[src/rtl/spi_slave_axi_bridge_if.sv]
`default_nettype none
// ============================================================================
//  Module      : spi_slave_axi_bridge_if
//  Description : AXI4 bundle between the SPI slave bridge (master modport)
//                and the SoC interconnect (slave modport). Carries the
//                AW, W, B, AR and R channels with their standard fields.
//  Ports       : none; the signal set is sized by the four width parameters.
//  Revision    : 1.0 - initial release
// ============================================================================
interface spi_slave_axi_bridge_if #(
   parameter int AXI_ADDR_WIDTH = 32,
   parameter int AXI_DATA_WIDTH = 64,
   parameter int AXI_USER_WIDTH = 6,
   parameter int AXI_ID_WIDTH   = 3
) ();
   // write address channel
   logic                        aw_valid;
   logic                        aw_ready;
   logic [AXI_ADDR_WIDTH-1:0]   aw_addr;
   logic [7:0]                  aw_len;
   logic [2:0]                  aw_size;
   logic [1:0]                  aw_burst;
   logic [AXI_ID_WIDTH-1:0]     aw_id;
   logic [2:0]                  aw_prot;
   logic [3:0]                  aw_region;
   logic                        aw_lock;
   logic [3:0]                  aw_cache;
   logic [3:0]                  aw_qos;
   logic [AXI_USER_WIDTH-1:0]   aw_user;
   // write data channel
   logic                        w_valid;
   logic                        w_ready;
   logic [AXI_DATA_WIDTH-1:0]   w_data;
   logic [AXI_DATA_WIDTH/8-1:0] w_strb;
   logic                        w_last;
   logic [AXI_USER_WIDTH-1:0]   w_user;
   // write response channel
   logic                        b_valid;
   logic                        b_ready;
   logic [1:0]                  b_resp;
   logic [AXI_ID_WIDTH-1:0]     b_id;
   logic [AXI_USER_WIDTH-1:0]   b_user;
   // read address channel
   logic                        ar_valid;
   logic                        ar_ready;
   logic [AXI_ADDR_WIDTH-1:0]   ar_addr;
   logic [7:0]                  ar_len;
   logic [2:0]                  ar_size;
   logic [1:0]                  ar_burst;
   logic [AXI_ID_WIDTH-1:0]     ar_id;
   logic [2:0]                  ar_prot;
   logic [3:0]                  ar_region;
   logic                        ar_lock;
   logic [3:0]                  ar_cache;
   logic [3:0]                  ar_qos;
   logic [AXI_USER_WIDTH-1:0]   ar_user;
   // read data channel
   logic                        r_valid;
   logic                        r_ready;
   logic [AXI_DATA_WIDTH-1:0]   r_data;
   logic [1:0]                  r_resp;
   logic                        r_last;
   logic [AXI_ID_WIDTH-1:0]     r_id;
   logic [AXI_USER_WIDTH-1:0]   r_user;

   modport master (
      output aw_valid, aw_addr, aw_len, aw_size, aw_burst, aw_id, aw_prot,
             aw_region, aw_lock, aw_cache, aw_qos, aw_user,
      input  aw_ready,
      output w_valid, w_data, w_strb, w_last, w_user,
      input  w_ready,
      input  b_valid, b_resp, b_id, b_user,
      output b_ready,
      output ar_valid, ar_addr, ar_len, ar_size, ar_burst, ar_id, ar_prot,
             ar_region, ar_lock, ar_cache, ar_qos, ar_user,
      input  ar_ready,
      input  r_valid, r_data, r_resp, r_last, r_id, r_user,
      output r_ready
   );

   modport slave (
      input  aw_valid, aw_addr, aw_len, aw_size, aw_burst, aw_id, aw_prot,
             aw_region, aw_lock, aw_cache, aw_qos, aw_user,
      output aw_ready,
      input  w_valid, w_data, w_strb, w_last, w_user,
      output w_ready,
      output b_valid, b_resp, b_id, b_user,
      input  b_ready,
      input  ar_valid, ar_addr, ar_len, ar_size, ar_burst, ar_id, ar_prot,
             ar_region, ar_lock, ar_cache, ar_qos, ar_user,
      output ar_ready,
      output r_valid, r_data, r_resp, r_last, r_id, r_user,
      input  r_ready
   );
endinterface
`default_nettype wire

[src/rtl/spi_slave_axi_bridge.sv]
`default_nettype none
// ============================================================================
//  Module      : spi_slave_axi_bridge
//  Description : AXI4 master between the SPI slave word FIFOs and the SoC
//                interconnect. Every received SPI word becomes one single-beat
//                AXI write; SPI reads fetch bus-width beats and stream them out
//                as 32-bit words. Separate auto-incrementing read/write
//                pointers, AXI-legal abort on chip-select, sticky errors.
//  Ports       : axi_aclk / axi_aresetn     clock, async active-low reset
//                m_axi                      AXI4 master bundle
//                i_rxtx_addr(_valid)        start address load strobe
//                i_start_tx, i_cs           read streaming start, chip select
//                i_rx_data/valid, o_rx_ready   write words from SPI RX FIFO
//                o_tx_data/valid, i_tx_ready   read words to SPI TX FIFO
//                o_wr_err, o_rd_err, i_err_clr sticky error flags and clear
//  Revision    : 1.0 - initial release
// ============================================================================
module spi_slave_axi_bridge #(
   parameter int AXI_ADDR_WIDTH = 32,
   parameter int AXI_DATA_WIDTH = 64,
   parameter int AXI_USER_WIDTH = 6,
   parameter int AXI_ID_WIDTH   = 3,
   parameter int AXI_ID         = 1
) (
   input  logic                         axi_aclk,
   input  logic                         axi_aresetn,
   spi_slave_axi_bridge_if.master       m_axi,
   input  logic [31:0]                  i_rxtx_addr,
   input  logic                         i_rxtx_addr_valid,
   input  logic                         i_start_tx,
   input  logic                         i_cs,
   input  logic [31:0]                  i_rx_data,
   input  logic                         i_rx_valid,
   output logic                         o_rx_ready,
   output logic [31:0]                  o_tx_data,
   output logic                         o_tx_valid,
   input  logic                         i_tx_ready,
   output logic                         o_wr_err,
   output logic                         o_rd_err,
   input  logic                         i_err_clr
);
   localparam int          c_LANES = AXI_DATA_WIDTH / 32;
   localparam int          c_SW    = AXI_DATA_WIDTH / 8;
   localparam int          c_OFS   = $clog2(c_SW);
   localparam int          c_LW    = (c_LANES > 1) ? $clog2(c_LANES) : 1;
   localparam logic [31:0] c_AMASK = ~(32'(c_SW - 1));

   typedef enum logic [1:0] {W_IDLE, W_REQ, W_RESP} wstate_t;
   typedef enum logic [2:0] {R_IDLE, R_ADDR, R_DATA, R_SEND, R_DRAIN} rstate_t;

   wstate_t                   r_wstate, w_wstate_nxt;
   rstate_t                   r_rstate, w_rstate_nxt;
   logic [31:0]               r_waddr, r_raddr, r_wdata;
   logic [AXI_DATA_WIDTH-1:0] r_rbeat;
   logic                      r_aw_done, r_w_done, r_run, r_abort;
   logic                      r_wr_err, r_rd_err;

   logic                      w_aw_valid, w_w_valid, w_b_ready;
   logic                      w_ar_valid, w_r_ready;
   logic                      w_winc, w_rinc, w_beat_cap;
   logic                      w_wr_err_set, w_rd_err_set;
   logic                      w_abort;
   logic [c_LW-1:0]           w_wlane, w_rlane;
   logic [c_LANES-1:0][31:0]  w_rlanes;
   logic [AXI_ADDR_WIDTH-1:0] w_aw_addr, w_ar_addr;

   // Lane of the 32-bit word inside the bus beat; a 32-bit bus has only lane 0.
   generate
      if (c_LANES > 1) begin : g_multi_lane
         assign w_wlane = r_waddr[c_OFS-1:2];
         assign w_rlane = r_raddr[c_OFS-1:2];
      end else begin : g_single_lane
         assign w_wlane = 1'b0;
         assign w_rlane = 1'b0;
      end
   endgenerate

   assign w_rlanes = r_rbeat;
   // Abort is remembered so a cs glitch during an outstanding read still drains.
   assign w_abort  = i_cs | r_abort;

   // ------------------------------------------------------------------ write
   always_comb begin
      w_wstate_nxt = r_wstate;
      o_rx_ready   = 1'b0;
      w_aw_valid   = 1'b0;
      w_w_valid    = 1'b0;
      w_b_ready    = 1'b0;
      w_winc       = 1'b0;
      w_wr_err_set = 1'b0;
      case (r_wstate)
         W_IDLE: begin
            // r_run keeps rx_ready low while reset is held
            o_rx_ready = r_run;
            if (r_run && i_rx_valid) w_wstate_nxt = W_REQ;
         end
         W_REQ: begin
            w_aw_valid = !r_aw_done;
            w_w_valid  = !r_w_done;
            if ((r_aw_done || m_axi.aw_ready) && (r_w_done || m_axi.w_ready))
               w_wstate_nxt = W_RESP;
         end
         W_RESP: begin
            w_b_ready = 1'b1;
            if (m_axi.b_valid) begin
               w_winc       = 1'b1;
               w_wr_err_set = (m_axi.b_resp != 2'b00);
               w_wstate_nxt = W_IDLE;
            end
         end
         default: w_wstate_nxt = W_IDLE;
      endcase
   end

   always_ff @(posedge axi_aclk or negedge axi_aresetn) begin
      if (!axi_aresetn) begin
         r_wstate  <= W_IDLE;
         r_wdata   <= '0;
         r_aw_done <= 1'b0;
         r_w_done  <= 1'b0;
         r_run     <= 1'b0;
      end else begin
         r_run    <= 1'b1;
         r_wstate <= w_wstate_nxt;
         if (o_rx_ready && i_rx_valid) begin
            r_wdata   <= i_rx_data;
            r_aw_done <= 1'b0;
            r_w_done  <= 1'b0;
         end else begin
            if (w_aw_valid && m_axi.aw_ready) r_aw_done <= 1'b1;
            if (w_w_valid && m_axi.w_ready)   r_w_done  <= 1'b1;
         end
      end
   end

   // ------------------------------------------------------------------- read
   always_comb begin
      w_rstate_nxt = r_rstate;
      w_ar_valid   = 1'b0;
      w_r_ready    = 1'b0;
      o_tx_valid   = 1'b0;
      w_rinc       = 1'b0;
      w_beat_cap   = 1'b0;
      w_rd_err_set = 1'b0;
      case (r_rstate)
         R_IDLE: begin
            if (i_start_tx && !i_cs) w_rstate_nxt = R_ADDR;
         end
         R_ADDR: begin
            // AR must stay valid until accepted, even when aborting
            w_ar_valid = 1'b1;
            if (m_axi.ar_ready) w_rstate_nxt = w_abort ? R_DRAIN : R_DATA;
         end
         R_DATA: begin
            w_r_ready = 1'b1;
            if (m_axi.r_valid) begin
               w_beat_cap   = 1'b1;
               w_rd_err_set = (m_axi.r_resp != 2'b00);
               w_rstate_nxt = w_abort ? R_IDLE : R_SEND;
            end else if (w_abort) begin
               w_rstate_nxt = R_DRAIN;
            end
         end
         R_SEND: begin
            // tx_valid is masked by cs so no word leaves once cs has risen
            if (w_abort) begin
               w_rstate_nxt = R_IDLE;
            end else begin
               o_tx_valid = 1'b1;
               if (i_tx_ready) begin
                  w_rinc = 1'b1;
                  if (w_rlane == c_LW'(c_LANES - 1)) w_rstate_nxt = R_ADDR;
               end
            end
         end
         R_DRAIN: begin
            w_r_ready = 1'b1;
            if (m_axi.r_valid) w_rstate_nxt = R_IDLE;
         end
         default: w_rstate_nxt = R_IDLE;
      endcase
   end

   always_ff @(posedge axi_aclk or negedge axi_aresetn) begin
      if (!axi_aresetn) begin
         r_rstate <= R_IDLE;
         r_rbeat  <= '0;
         r_abort  <= 1'b0;
      end else begin
         r_rstate <= w_rstate_nxt;
         if (w_beat_cap) r_rbeat <= m_axi.r_data;
         if (r_rstate == R_IDLE) r_abort <= 1'b0;
         else if (i_cs)          r_abort <= 1'b1;
      end
   end

   // ------------------------------------------------ address pointers, errors
   always_ff @(posedge axi_aclk or negedge axi_aresetn) begin
      if (!axi_aresetn) begin
         r_waddr  <= '0;
         r_raddr  <= '0;
         r_wr_err <= 1'b0;
         r_rd_err <= 1'b0;
      end else begin
         // a load beats any same-cycle increment; +4 wraps naturally at 2^32
         if (i_rxtx_addr_valid) begin
            r_waddr <= i_rxtx_addr;
            r_raddr <= i_rxtx_addr;
         end else begin
            if (w_winc) r_waddr <= r_waddr + 32'd4;
            if (w_rinc) r_raddr <= r_raddr + 32'd4;
         end
         if (w_wr_err_set)   r_wr_err <= 1'b1;
         else if (i_err_clr) r_wr_err <= 1'b0;
         if (w_rd_err_set)   r_rd_err <= 1'b1;
         else if (i_err_clr) r_rd_err <= 1'b0;
      end
   end

   always_comb begin
      w_aw_addr        = '0;
      w_aw_addr[31:0]  = r_waddr;
      w_ar_addr        = '0;
      w_ar_addr[31:0]  = r_raddr & c_AMASK;
   end

   // --------------------------------------------------------------- outputs
   assign o_tx_data = w_rlanes[w_rlane];
   assign o_wr_err  = r_wr_err;
   assign o_rd_err  = r_rd_err;

   assign m_axi.aw_valid  = w_aw_valid;
   assign m_axi.aw_addr   = w_aw_addr;
   assign m_axi.aw_len    = 8'd0;
   assign m_axi.aw_size   = 3'b010;
   assign m_axi.aw_burst  = 2'b01;
   assign m_axi.aw_id     = AXI_ID_WIDTH'(AXI_ID);
   assign m_axi.aw_prot   = 3'b000;
   assign m_axi.aw_region = 4'h0;
   assign m_axi.aw_lock   = 1'b0;
   assign m_axi.aw_cache  = 4'h0;
   assign m_axi.aw_qos    = 4'h0;
   assign m_axi.aw_user   = '0;

   assign m_axi.w_valid   = w_w_valid;
   assign m_axi.w_data    = {c_LANES{r_wdata}};
   assign m_axi.w_strb    = c_SW'(4'hF) << {w_wlane, 2'b00};
   assign m_axi.w_last    = 1'b1;
   assign m_axi.w_user    = '0;
   assign m_axi.b_ready   = w_b_ready;

   assign m_axi.ar_valid  = w_ar_valid;
   assign m_axi.ar_addr   = w_ar_addr;
   assign m_axi.ar_len    = 8'd0;
   assign m_axi.ar_size   = 3'(c_OFS);
   assign m_axi.ar_burst  = 2'b01;
   assign m_axi.ar_id     = AXI_ID_WIDTH'(AXI_ID);
   assign m_axi.ar_prot   = 3'b000;
   assign m_axi.ar_region = 4'h0;
   assign m_axi.ar_lock   = 1'b0;
   assign m_axi.ar_cache  = 4'h0;
   assign m_axi.ar_qos    = 4'h0;
   assign m_axi.ar_user   = '0;
   assign m_axi.r_ready   = w_r_ready;

   // response id/user/last carry nothing this single-beat master needs
   logic w_unused;
   assign w_unused = ^{m_axi.b_id, m_axi.b_user, m_axi.r_last, m_axi.r_id, m_axi.r_user};
endmodule
`default_nettype wire

[src/flat_wrapper.sv]
// flat-port wrapper written by rule: the top's interface ports become plain ports
module spi_slave_axi_bridge_flat 
#(
   parameter int AXI_ADDR_WIDTH = 32,
   parameter int AXI_DATA_WIDTH = 64,
   parameter int AXI_USER_WIDTH = 6,
   parameter int AXI_ID_WIDTH   = 3,
   parameter int AXI_ID         = 1
)
  (axi_aclk, axi_aresetn, i_rxtx_addr, i_rxtx_addr_valid, i_start_tx, i_cs, i_rx_data, i_rx_valid, o_rx_ready, o_tx_data, o_tx_valid, i_tx_ready, o_wr_err, o_rd_err, i_err_clr, m_axi_aw_valid, m_axi_aw_addr, m_axi_aw_len, m_axi_aw_size, m_axi_aw_burst, m_axi_aw_id, m_axi_aw_prot, m_axi_aw_region, m_axi_aw_lock, m_axi_aw_cache, m_axi_aw_qos, m_axi_aw_user, m_axi_aw_ready, m_axi_w_valid, m_axi_w_data, m_axi_w_strb, m_axi_w_last, m_axi_w_user, m_axi_w_ready, m_axi_b_valid, m_axi_b_resp, m_axi_b_id, m_axi_b_user, m_axi_b_ready, m_axi_ar_valid, m_axi_ar_addr, m_axi_ar_len, m_axi_ar_size, m_axi_ar_burst, m_axi_ar_id, m_axi_ar_prot, m_axi_ar_region, m_axi_ar_lock, m_axi_ar_cache, m_axi_ar_qos, m_axi_ar_user, m_axi_ar_ready, m_axi_r_valid, m_axi_r_data, m_axi_r_resp, m_axi_r_last, m_axi_r_id, m_axi_r_user, m_axi_r_ready);
  spi_slave_axi_bridge_if #(.AXI_ADDR_WIDTH(AXI_ADDR_WIDTH), .AXI_DATA_WIDTH(AXI_DATA_WIDTH), .AXI_USER_WIDTH(AXI_USER_WIDTH), .AXI_ID_WIDTH(AXI_ID_WIDTH)) m_axi_i ();
  input  logic axi_aclk;
  input  logic axi_aresetn;
  input  logic [31:0] i_rxtx_addr;
  input  logic i_rxtx_addr_valid;
  input  logic i_start_tx;
  input  logic i_cs;
  input  logic [31:0] i_rx_data;
  input  logic i_rx_valid;
  output logic o_rx_ready;
  output logic [31:0] o_tx_data;
  output logic o_tx_valid;
  input  logic i_tx_ready;
  output logic o_wr_err;
  output logic o_rd_err;
  input  logic i_err_clr;
  output wire logic [$bits(m_axi_i.aw_valid)-1:0] m_axi_aw_valid;
  output wire logic [$bits(m_axi_i.aw_addr)-1:0] m_axi_aw_addr;
  output wire logic [$bits(m_axi_i.aw_len)-1:0] m_axi_aw_len;
  output wire logic [$bits(m_axi_i.aw_size)-1:0] m_axi_aw_size;
  output wire logic [$bits(m_axi_i.aw_burst)-1:0] m_axi_aw_burst;
  output wire logic [$bits(m_axi_i.aw_id)-1:0] m_axi_aw_id;
  output wire logic [$bits(m_axi_i.aw_prot)-1:0] m_axi_aw_prot;
  output wire logic [$bits(m_axi_i.aw_region)-1:0] m_axi_aw_region;
  output wire logic [$bits(m_axi_i.aw_lock)-1:0] m_axi_aw_lock;
  output wire logic [$bits(m_axi_i.aw_cache)-1:0] m_axi_aw_cache;
  output wire logic [$bits(m_axi_i.aw_qos)-1:0] m_axi_aw_qos;
  output wire logic [$bits(m_axi_i.aw_user)-1:0] m_axi_aw_user;
  input wire logic [$bits(m_axi_i.aw_ready)-1:0] m_axi_aw_ready;
  output wire logic [$bits(m_axi_i.w_valid)-1:0] m_axi_w_valid;
  output wire logic [$bits(m_axi_i.w_data)-1:0] m_axi_w_data;
  output wire logic [$bits(m_axi_i.w_strb)-1:0] m_axi_w_strb;
  output wire logic [$bits(m_axi_i.w_last)-1:0] m_axi_w_last;
  output wire logic [$bits(m_axi_i.w_user)-1:0] m_axi_w_user;
  input wire logic [$bits(m_axi_i.w_ready)-1:0] m_axi_w_ready;
  input wire logic [$bits(m_axi_i.b_valid)-1:0] m_axi_b_valid;
  input wire logic [$bits(m_axi_i.b_resp)-1:0] m_axi_b_resp;
  input wire logic [$bits(m_axi_i.b_id)-1:0] m_axi_b_id;
  input wire logic [$bits(m_axi_i.b_user)-1:0] m_axi_b_user;
  output wire logic [$bits(m_axi_i.b_ready)-1:0] m_axi_b_ready;
  output wire logic [$bits(m_axi_i.ar_valid)-1:0] m_axi_ar_valid;
  output wire logic [$bits(m_axi_i.ar_addr)-1:0] m_axi_ar_addr;
  output wire logic [$bits(m_axi_i.ar_len)-1:0] m_axi_ar_len;
  output wire logic [$bits(m_axi_i.ar_size)-1:0] m_axi_ar_size;
  output wire logic [$bits(m_axi_i.ar_burst)-1:0] m_axi_ar_burst;
  output wire logic [$bits(m_axi_i.ar_id)-1:0] m_axi_ar_id;
  output wire logic [$bits(m_axi_i.ar_prot)-1:0] m_axi_ar_prot;
  output wire logic [$bits(m_axi_i.ar_region)-1:0] m_axi_ar_region;
  output wire logic [$bits(m_axi_i.ar_lock)-1:0] m_axi_ar_lock;
  output wire logic [$bits(m_axi_i.ar_cache)-1:0] m_axi_ar_cache;
  output wire logic [$bits(m_axi_i.ar_qos)-1:0] m_axi_ar_qos;
  output wire logic [$bits(m_axi_i.ar_user)-1:0] m_axi_ar_user;
  input wire logic [$bits(m_axi_i.ar_ready)-1:0] m_axi_ar_ready;
  input wire logic [$bits(m_axi_i.r_valid)-1:0] m_axi_r_valid;
  input wire logic [$bits(m_axi_i.r_data)-1:0] m_axi_r_data;
  input wire logic [$bits(m_axi_i.r_resp)-1:0] m_axi_r_resp;
  input wire logic [$bits(m_axi_i.r_last)-1:0] m_axi_r_last;
  input wire logic [$bits(m_axi_i.r_id)-1:0] m_axi_r_id;
  input wire logic [$bits(m_axi_i.r_user)-1:0] m_axi_r_user;
  output wire logic [$bits(m_axi_i.r_ready)-1:0] m_axi_r_ready;
  assign m_axi_aw_valid = m_axi_i.aw_valid;
  assign m_axi_aw_addr = m_axi_i.aw_addr;
  assign m_axi_aw_len = m_axi_i.aw_len;
  assign m_axi_aw_size = m_axi_i.aw_size;
  assign m_axi_aw_burst = m_axi_i.aw_burst;
  assign m_axi_aw_id = m_axi_i.aw_id;
  assign m_axi_aw_prot = m_axi_i.aw_prot;
  assign m_axi_aw_region = m_axi_i.aw_region;
  assign m_axi_aw_lock = m_axi_i.aw_lock;
  assign m_axi_aw_cache = m_axi_i.aw_cache;
  assign m_axi_aw_qos = m_axi_i.aw_qos;
  assign m_axi_aw_user = m_axi_i.aw_user;
  assign m_axi_i.aw_ready = m_axi_aw_ready;
  assign m_axi_w_valid = m_axi_i.w_valid;
  assign m_axi_w_data = m_axi_i.w_data;
  assign m_axi_w_strb = m_axi_i.w_strb;
  assign m_axi_w_last = m_axi_i.w_last;
  assign m_axi_w_user = m_axi_i.w_user;
  assign m_axi_i.w_ready = m_axi_w_ready;
  assign m_axi_i.b_valid = m_axi_b_valid;
  assign m_axi_i.b_resp = m_axi_b_resp;
  assign m_axi_i.b_id = m_axi_b_id;
  assign m_axi_i.b_user = m_axi_b_user;
  assign m_axi_b_ready = m_axi_i.b_ready;
  assign m_axi_ar_valid = m_axi_i.ar_valid;
  assign m_axi_ar_addr = m_axi_i.ar_addr;
  assign m_axi_ar_len = m_axi_i.ar_len;
  assign m_axi_ar_size = m_axi_i.ar_size;
  assign m_axi_ar_burst = m_axi_i.ar_burst;
  assign m_axi_ar_id = m_axi_i.ar_id;
  assign m_axi_ar_prot = m_axi_i.ar_prot;
  assign m_axi_ar_region = m_axi_i.ar_region;
  assign m_axi_ar_lock = m_axi_i.ar_lock;
  assign m_axi_ar_cache = m_axi_i.ar_cache;
  assign m_axi_ar_qos = m_axi_i.ar_qos;
  assign m_axi_ar_user = m_axi_i.ar_user;
  assign m_axi_i.ar_ready = m_axi_ar_ready;
  assign m_axi_i.r_valid = m_axi_r_valid;
  assign m_axi_i.r_data = m_axi_r_data;
  assign m_axi_i.r_resp = m_axi_r_resp;
  assign m_axi_i.r_last = m_axi_r_last;
  assign m_axi_i.r_id = m_axi_r_id;
  assign m_axi_i.r_user = m_axi_r_user;
  assign m_axi_r_ready = m_axi_i.r_ready;
  spi_slave_axi_bridge #(.AXI_ADDR_WIDTH(AXI_ADDR_WIDTH), .AXI_DATA_WIDTH(AXI_DATA_WIDTH), .AXI_USER_WIDTH(AXI_USER_WIDTH), .AXI_ID_WIDTH(AXI_ID_WIDTH), .AXI_ID(AXI_ID)) u_core (.axi_aclk(axi_aclk), .axi_aresetn(axi_aresetn), .m_axi(m_axi_i), .i_rxtx_addr(i_rxtx_addr), .i_rxtx_addr_valid(i_rxtx_addr_valid), .i_start_tx(i_start_tx), .i_cs(i_cs), .i_rx_data(i_rx_data), .i_rx_valid(i_rx_valid), .o_rx_ready(o_rx_ready), .o_tx_data(o_tx_data), .o_tx_valid(o_tx_valid), .i_tx_ready(i_tx_ready), .o_wr_err(o_wr_err), .o_rd_err(o_rd_err), .i_err_clr(i_err_clr));
endmodule
[config.mk]
export PLATFORM = sky130hd
export DESIGN_NAME = spi_slave_axi_bridge_flat
export DESIGN_NICKNAME = d
export VERILOG_FILES = /design/src/rtl/spi_slave_axi_bridge_if.sv /design/src/rtl/spi_slave_axi_bridge.sv /design/src/flat_wrapper.sv
export SDC_FILE = /design/constraint.sdc
export NUM_CORES = 1
export LEC_CHECK = 0
export BUFFER_PORTS_ARGS = -buffer_cell sky130_fd_sc_hd__buf_2
export CAP_MARGIN = 30
export CORE_MARGIN = 5
export CORE_UTILIZATION = 30
export DETAILED_ROUTE_END_ITERATION = 8
export GPL_ROUTABILITY_DRIVEN = 0
export SETUP_SLACK_MARGIN = 0.4
export SLEW_MARGIN = 20
export SYNTH_ARGS = -nofsm -noshare
export SYNTH_HDL_FRONTEND = slang
export SYNTH_SLANG_ARGS = --single-unit
[constraint.sdc]
create_clock -name axi_aclk -period 5.88 [get_ports axi_aclk]
set_input_delay 1.764 -clock axi_aclk [delete_from_list [all_inputs] [get_ports axi_aclk]]
set_output_delay 1.764 -clock axi_aclk [all_outputs]
set_load 0.02 [all_outputs]
## Word-level counts from Yosys, hierarchy flattened

Index checks and enable logic that the tools add are counted.

- Flip-flop bits (word level): 171
- Input port bits: 164
- Output and inout bits: 260
- Word-level logic and storage cells: 106

- $add $sub $neg: 2
- $lt $le $gt $ge: 1
- Equality and inequality tests: 15
- Shifts and indexed selects: 1
- Mux-type cells: 49
- Bitwise gates (word level): 1
- Reduce and logical (&&, ||, !) cells: 25

Operators by type and width:

| operator | count |
|---|---|
| $mux W32 | 6 |
| $add A32 B3 Y32 const B | 2 |
| $mux W1 | 28 |
| $mux W3 | 9 |
| $reduce_bool A2 Y1 | 9 |
| $pmux W3 S5 | 1 |
| $mux W2 | 4 |
| $shl A4 B3 Y8 const A | 1 |
| $eq A3 B2 Y1 const B | 2 |
| $logic_and A1 B1 Y1 | 6 |
| $ne A2 B1 Y1 const B | 3 |
| $ne A2 B2 Y1 const B | 3 |
| $ne A3 B2 Y1 const B | 2 |
| $pmux W2 S3 | 1 |
| $reduce_and A6 Y1 | 1 |
| $eq A3 B1 Y1 const B | 1 |
| $eq A3 B3 Y1 const B | 1 |
| $logic_not A1 Y1 | 3 |
| $logic_not A3 Y1 | 1 |
| $ne A3 B1 Y1 const B | 1 |
| $reduce_and A3 Y1 | 1 |
| $eq A2 B1 Y1 const B | 1 |
| $eq A2 B2 Y1 const B | 1 |
| $logic_not A2 Y1 | 1 |
| 4 further kinds | 5 |

## Depth between registers and ports, before layout

- Depth in word-level cells: 5
- Gate-level depth with buffers: 7
- Mapped depth without buffers: 5

## Worst setup path before layout

Ideal clock, no wire load.

- Path kind: input to output
- Start point: input port i_cs
- End point: output port o_tx_valid
- Arrival: 2.427 ns
- Required time: 4.116 ns
- Path slack: 1.689 ns
- Stages: 2
- Path buffers: 0
- Cells stage by stage: nor4b_1 -> and2_1

- Cells in the longest elaborated chain, start to end: 3

Ends and longest elaborated chain:

| what | line | source |
|---|---|---|
| from (decl) | flat_wrapper.sv:17 | `input logic i_cs;` |
| $or A1 B1 Y1 | spi_slave_axi_bridge.sv:80 | `assign w_abort = i_cs \| r_abort;` |
| $mux W1 | spi_slave_axi_bridge.sv:166 | `if (w_abort) begin` |
| $mux W1 | spi_slave_axi_bridge.sv:145 | `case (r_rstate)` |
| to (decl) | flat_wrapper.sv:22 | `output logic o_tx_valid;` |

No other way between the ends.

## Final worst setup path

Same ends and word-level chain as after synthesis.

==> flow_metrics.py <==
metrics = {
    "route": {
        "wl_per_cell_um": 17.7,
        "detail_route.first_pass.iterations": 5,
        "routed_wl_um": 27200,
        "initialDrtViolationCount": 385,
        "vias_per_cell": 4.76,
        "drc": 0,
        "vias": 7308,
        "ant_nets": 0,
    },
    "worst_setup_path": {
        "critPathKind": "in2out",
        "cpPeakStageDelay_ps": 520,
        "crit_arrival_ps": 2800,
        "worstReg2RegStart": "u_core.r_rstate[2]",
        "crit_chain": "buf_2, nor4b_1, and2_1, buf_2",
        "path_buf_inv": 2,
        "startpoint_type": "input port",
        "r2r_setup_slack_ps": 2960,
        "critPathMostFrequentCell": "buf_2",
        "cp-end-kind": "primary output",
        "r2r-end": "u_core.r_raddr[27]",
        "worst-r2r-cell-count": 4,
        "cp.required_ps": 4120,
        "critical-path-top-delay-family": "simple AND/OR/NAND/NOR gates",
        "worstPathMaxFanout": 4,
        "crit_path_top_delay_cell": "nor4b_1",
    },
    "timing": {
        "slew_headroom": 0.387,
        "period_share": 0.777,
        "fmax_mhz": 219,
        "hold-worst-slack_ps": 502,
        "setup_viol": 0,
        "fin_setup_tns_ps": 0,
        "slew_violations": 0,
        "rsz0062_at_grt": "no",
        "worst_pin_slew_ps": 912,
        "hold_violations": 0,
        "clock_skew_ps": 17.2,
        "fin_crit_ps": 4570,
    },
    "global_routing": {
        "grt_max_degree": 88,
        "grt_antenna_before_repair": 4,
        "grt-busiest-layer": "met2",
        "use_met1": 0.187,
        "grt_first_pass_wirelength_um": 42000,
        "track_usage": 0.150,
        "grt_pass1_vias": 7322,
        "met2_usage": 0.236,
        "overflow": 0,
        "met3_usage": 0.0646,
    },
    "power": {
        "power_density_nw_per_um2": 440,
        "swShare": 0.389,
        "power_mw": 4.93,
        "peakVddDrop_uv": 341,
        "p_sw_mw": 1.92,
        "seqPwrFrac": 0.376,
        "p_leak_nw": 5.29,
        "internal_power_mw": 3.01,
        "pwr-share-comb": 0.386,
        "power_frac_clock": 0.238,
    },
    "layout": {
        "layout_common_cells": "buf_2 (318), dfrtp_1 (169), mux2_2 (143), conb_1 (87), nor2_1 (46)",
        "area_growth_syn_to_layout_pct": 18.7,
        "layout.cells.most_common": "buf_2",
        "final_nets": 1284,
        "drive_above_1_share": 0.450,
    },
    "floorplanning": {
        "start_util": 0.301,
        "die_y_um": 187,
        "dieArea_um2": 35100,
        "ios": 424,
        "rows": 65,
        "die_width_um": 187,
        "core-area_um2": 31300,
    },
    "logic_synthesis": {
        "async_flop_share": 1.00,
        "syn_inst": 886,
        "syn_area_um2": 9430,
        "synth_edf_count": 0,
        "yosysTopAreaCellShare": 0.448,
        "synth_area_leader_cell": "dfrtp_1",
        "avgSynthCellArea_um2": 10.6,
        "yosys.cell_types.count": 53,
        "ys_seq_elements": 169,
        "yosysSeqAreaShare": 0.448,
        "ys.flop_type": "dfrtp_1",
        "yosysWarnings": 0,
        "ys_top_cells_by_area": "dfrtp_1 (45%), mux2_2 (17%), buf_4 (12%)",
    },
    "flow_run": {
        "maxCapViolations": 0,
    },
    "hold_path": {
        "holdPathStages": 1,
        "min-delay-start": "u_core.r_rbeat[56]",
        "min_to": "u_core.r_rbeat[56]",
        "hold_class": "reg2reg",
    },
    "outcome": {
        "status": "finished clean",
    },
    "clock_tree": {
        "cts.path.max_buffers": 2,
        "clk_latency_ps": 440,
        "cts_hold_buf": 0,
        "cts_root_buffer": "clkbuf_16",
        "clkTransAtPathRegs_ps": 60,
        "cts_buffers": 17,
        "cts_tree": "built",
        "htreeDepth": 4,
        "cts_setup_buffers": 0,
        "cts-resized-gates": 0,
        "clock_sinks": 169,
    },
    "placed_design": {
        "port_buffers": 318,
        "place_hpwl_um": 20400,
    },
}
==> flip-flops by register name, summed over array words and instances (netlist names) <==
name,flops
u_core.r_run,1
u_core.r_wdata,32
u_core.r_rstate,3
u_core.r_raddr,30
u_core.o_wr_err,1
u_core.r_w_done,1
u_core.r_wstate,2
u_core.r_aw_done,1
u_core.o_rd_err,1
u_core.r_rbeat,64
u_core.m_axi.aw_addr,32
u_core.r_abort,1
==> through the flow <==
stage,utilization,instances,worst slack [ps],cell area [um^2]
6_report,0.358,1534,1310,11200
5_1_grt,0.357,1533,1210,11200
4_1_cts,0.357,1533,1320,11200
3_5_place_dp,0.338,1501,1280,10600
3_3_place_gp,0.338,1500,1330,10600
2_1_floorplan,-,971,1690,9750
==> worst register-to-register path, stage by stage, from the launching register on <==
cell      delay (ps)
dfrtp_1          520
or4b_1           760
nor4_1           760
nand2_1          440
a211oi_1         340
==> power by group through the flow <==
stage,registers (mW),logic [mW],clock network [mW]
after CTS,1.85,1.93,1.21
final,1.85,1.90,1.17
after global placement,1.85,1.90,0
after global routing,1.92,2.05,1.26
after floorplan,1.94,1.40,0
after detailed placement,1.87,1.92,0
==> layout make-up <==
cell class / instances / area (um^2)
repair buffers: 327 / 1660
diodes: 1 / 2.50
fillers: 3192 / 20100
clock inverters: 11 / 135
clock buffers: 21 / 470
multi-input cells: 585 / 4130
flip-flops and latches: 169 / 4230
inverters: 18 / 67.6
well taps: 402 / 503
==> logic make-up after synthesis <==
group                    count (synthesis)  synth area share
AND/OR/NAND/NOR                        227             0.132
flip-flops                             169             0.448
AO/OA/AOI/OAI                          106            0.0769
adder cells (fa/ha/maj)                  2           0.00265
buffers and inverters                  217             0.150
multiplexers                           145             0.173
XOR/XNOR                                18            0.0167
other                                    2          0.000796
==> cells in the mapped netlist, types with 6 or more instances <==
cell type,instances
and4_1,9
a31oi_1,19
o31ai_1,20
xor2_1,6
buf_4,155
mux2_2,143
or4_1,13
dfrtp_1,169
nand2b_1,6
nor2b_1,7
nor3_1,20
nor2_1,46
nor4_1,21
o21ai_0,13
nand4_1,15
a21oi_1,14
inv_1,18
and3_1,11
nand3_1,27
a211oi_1,22
clkbuf_1,36
nand2_1,28
xnor2_1,12
or3_1,9
==> per-layer routing <==
layer  share of wire  vias to the layer above
met2            0.47                      326
met3            0.11                       27
met1            0.41                     3545
li1                -                     3406
met5         0.00055                        -
met4           0.017                        4
==> worst max path at each step <==
stage	start	to	slack (ps)	depth (start not counted)
global route	i_cs	o_tx_valid	1210	4
CTS	i_cs	o_tx_valid	1320	4
floorplan	i_cs	o_tx_valid	1690	2
finish	i_cs	o_tx_valid	1310	4
detailed placement	i_cs	o_tx_valid	1280	4
global placement	i_cs	o_tx_valid	1330	4
No activity file was read; power rests on OpenSTA's default activity.
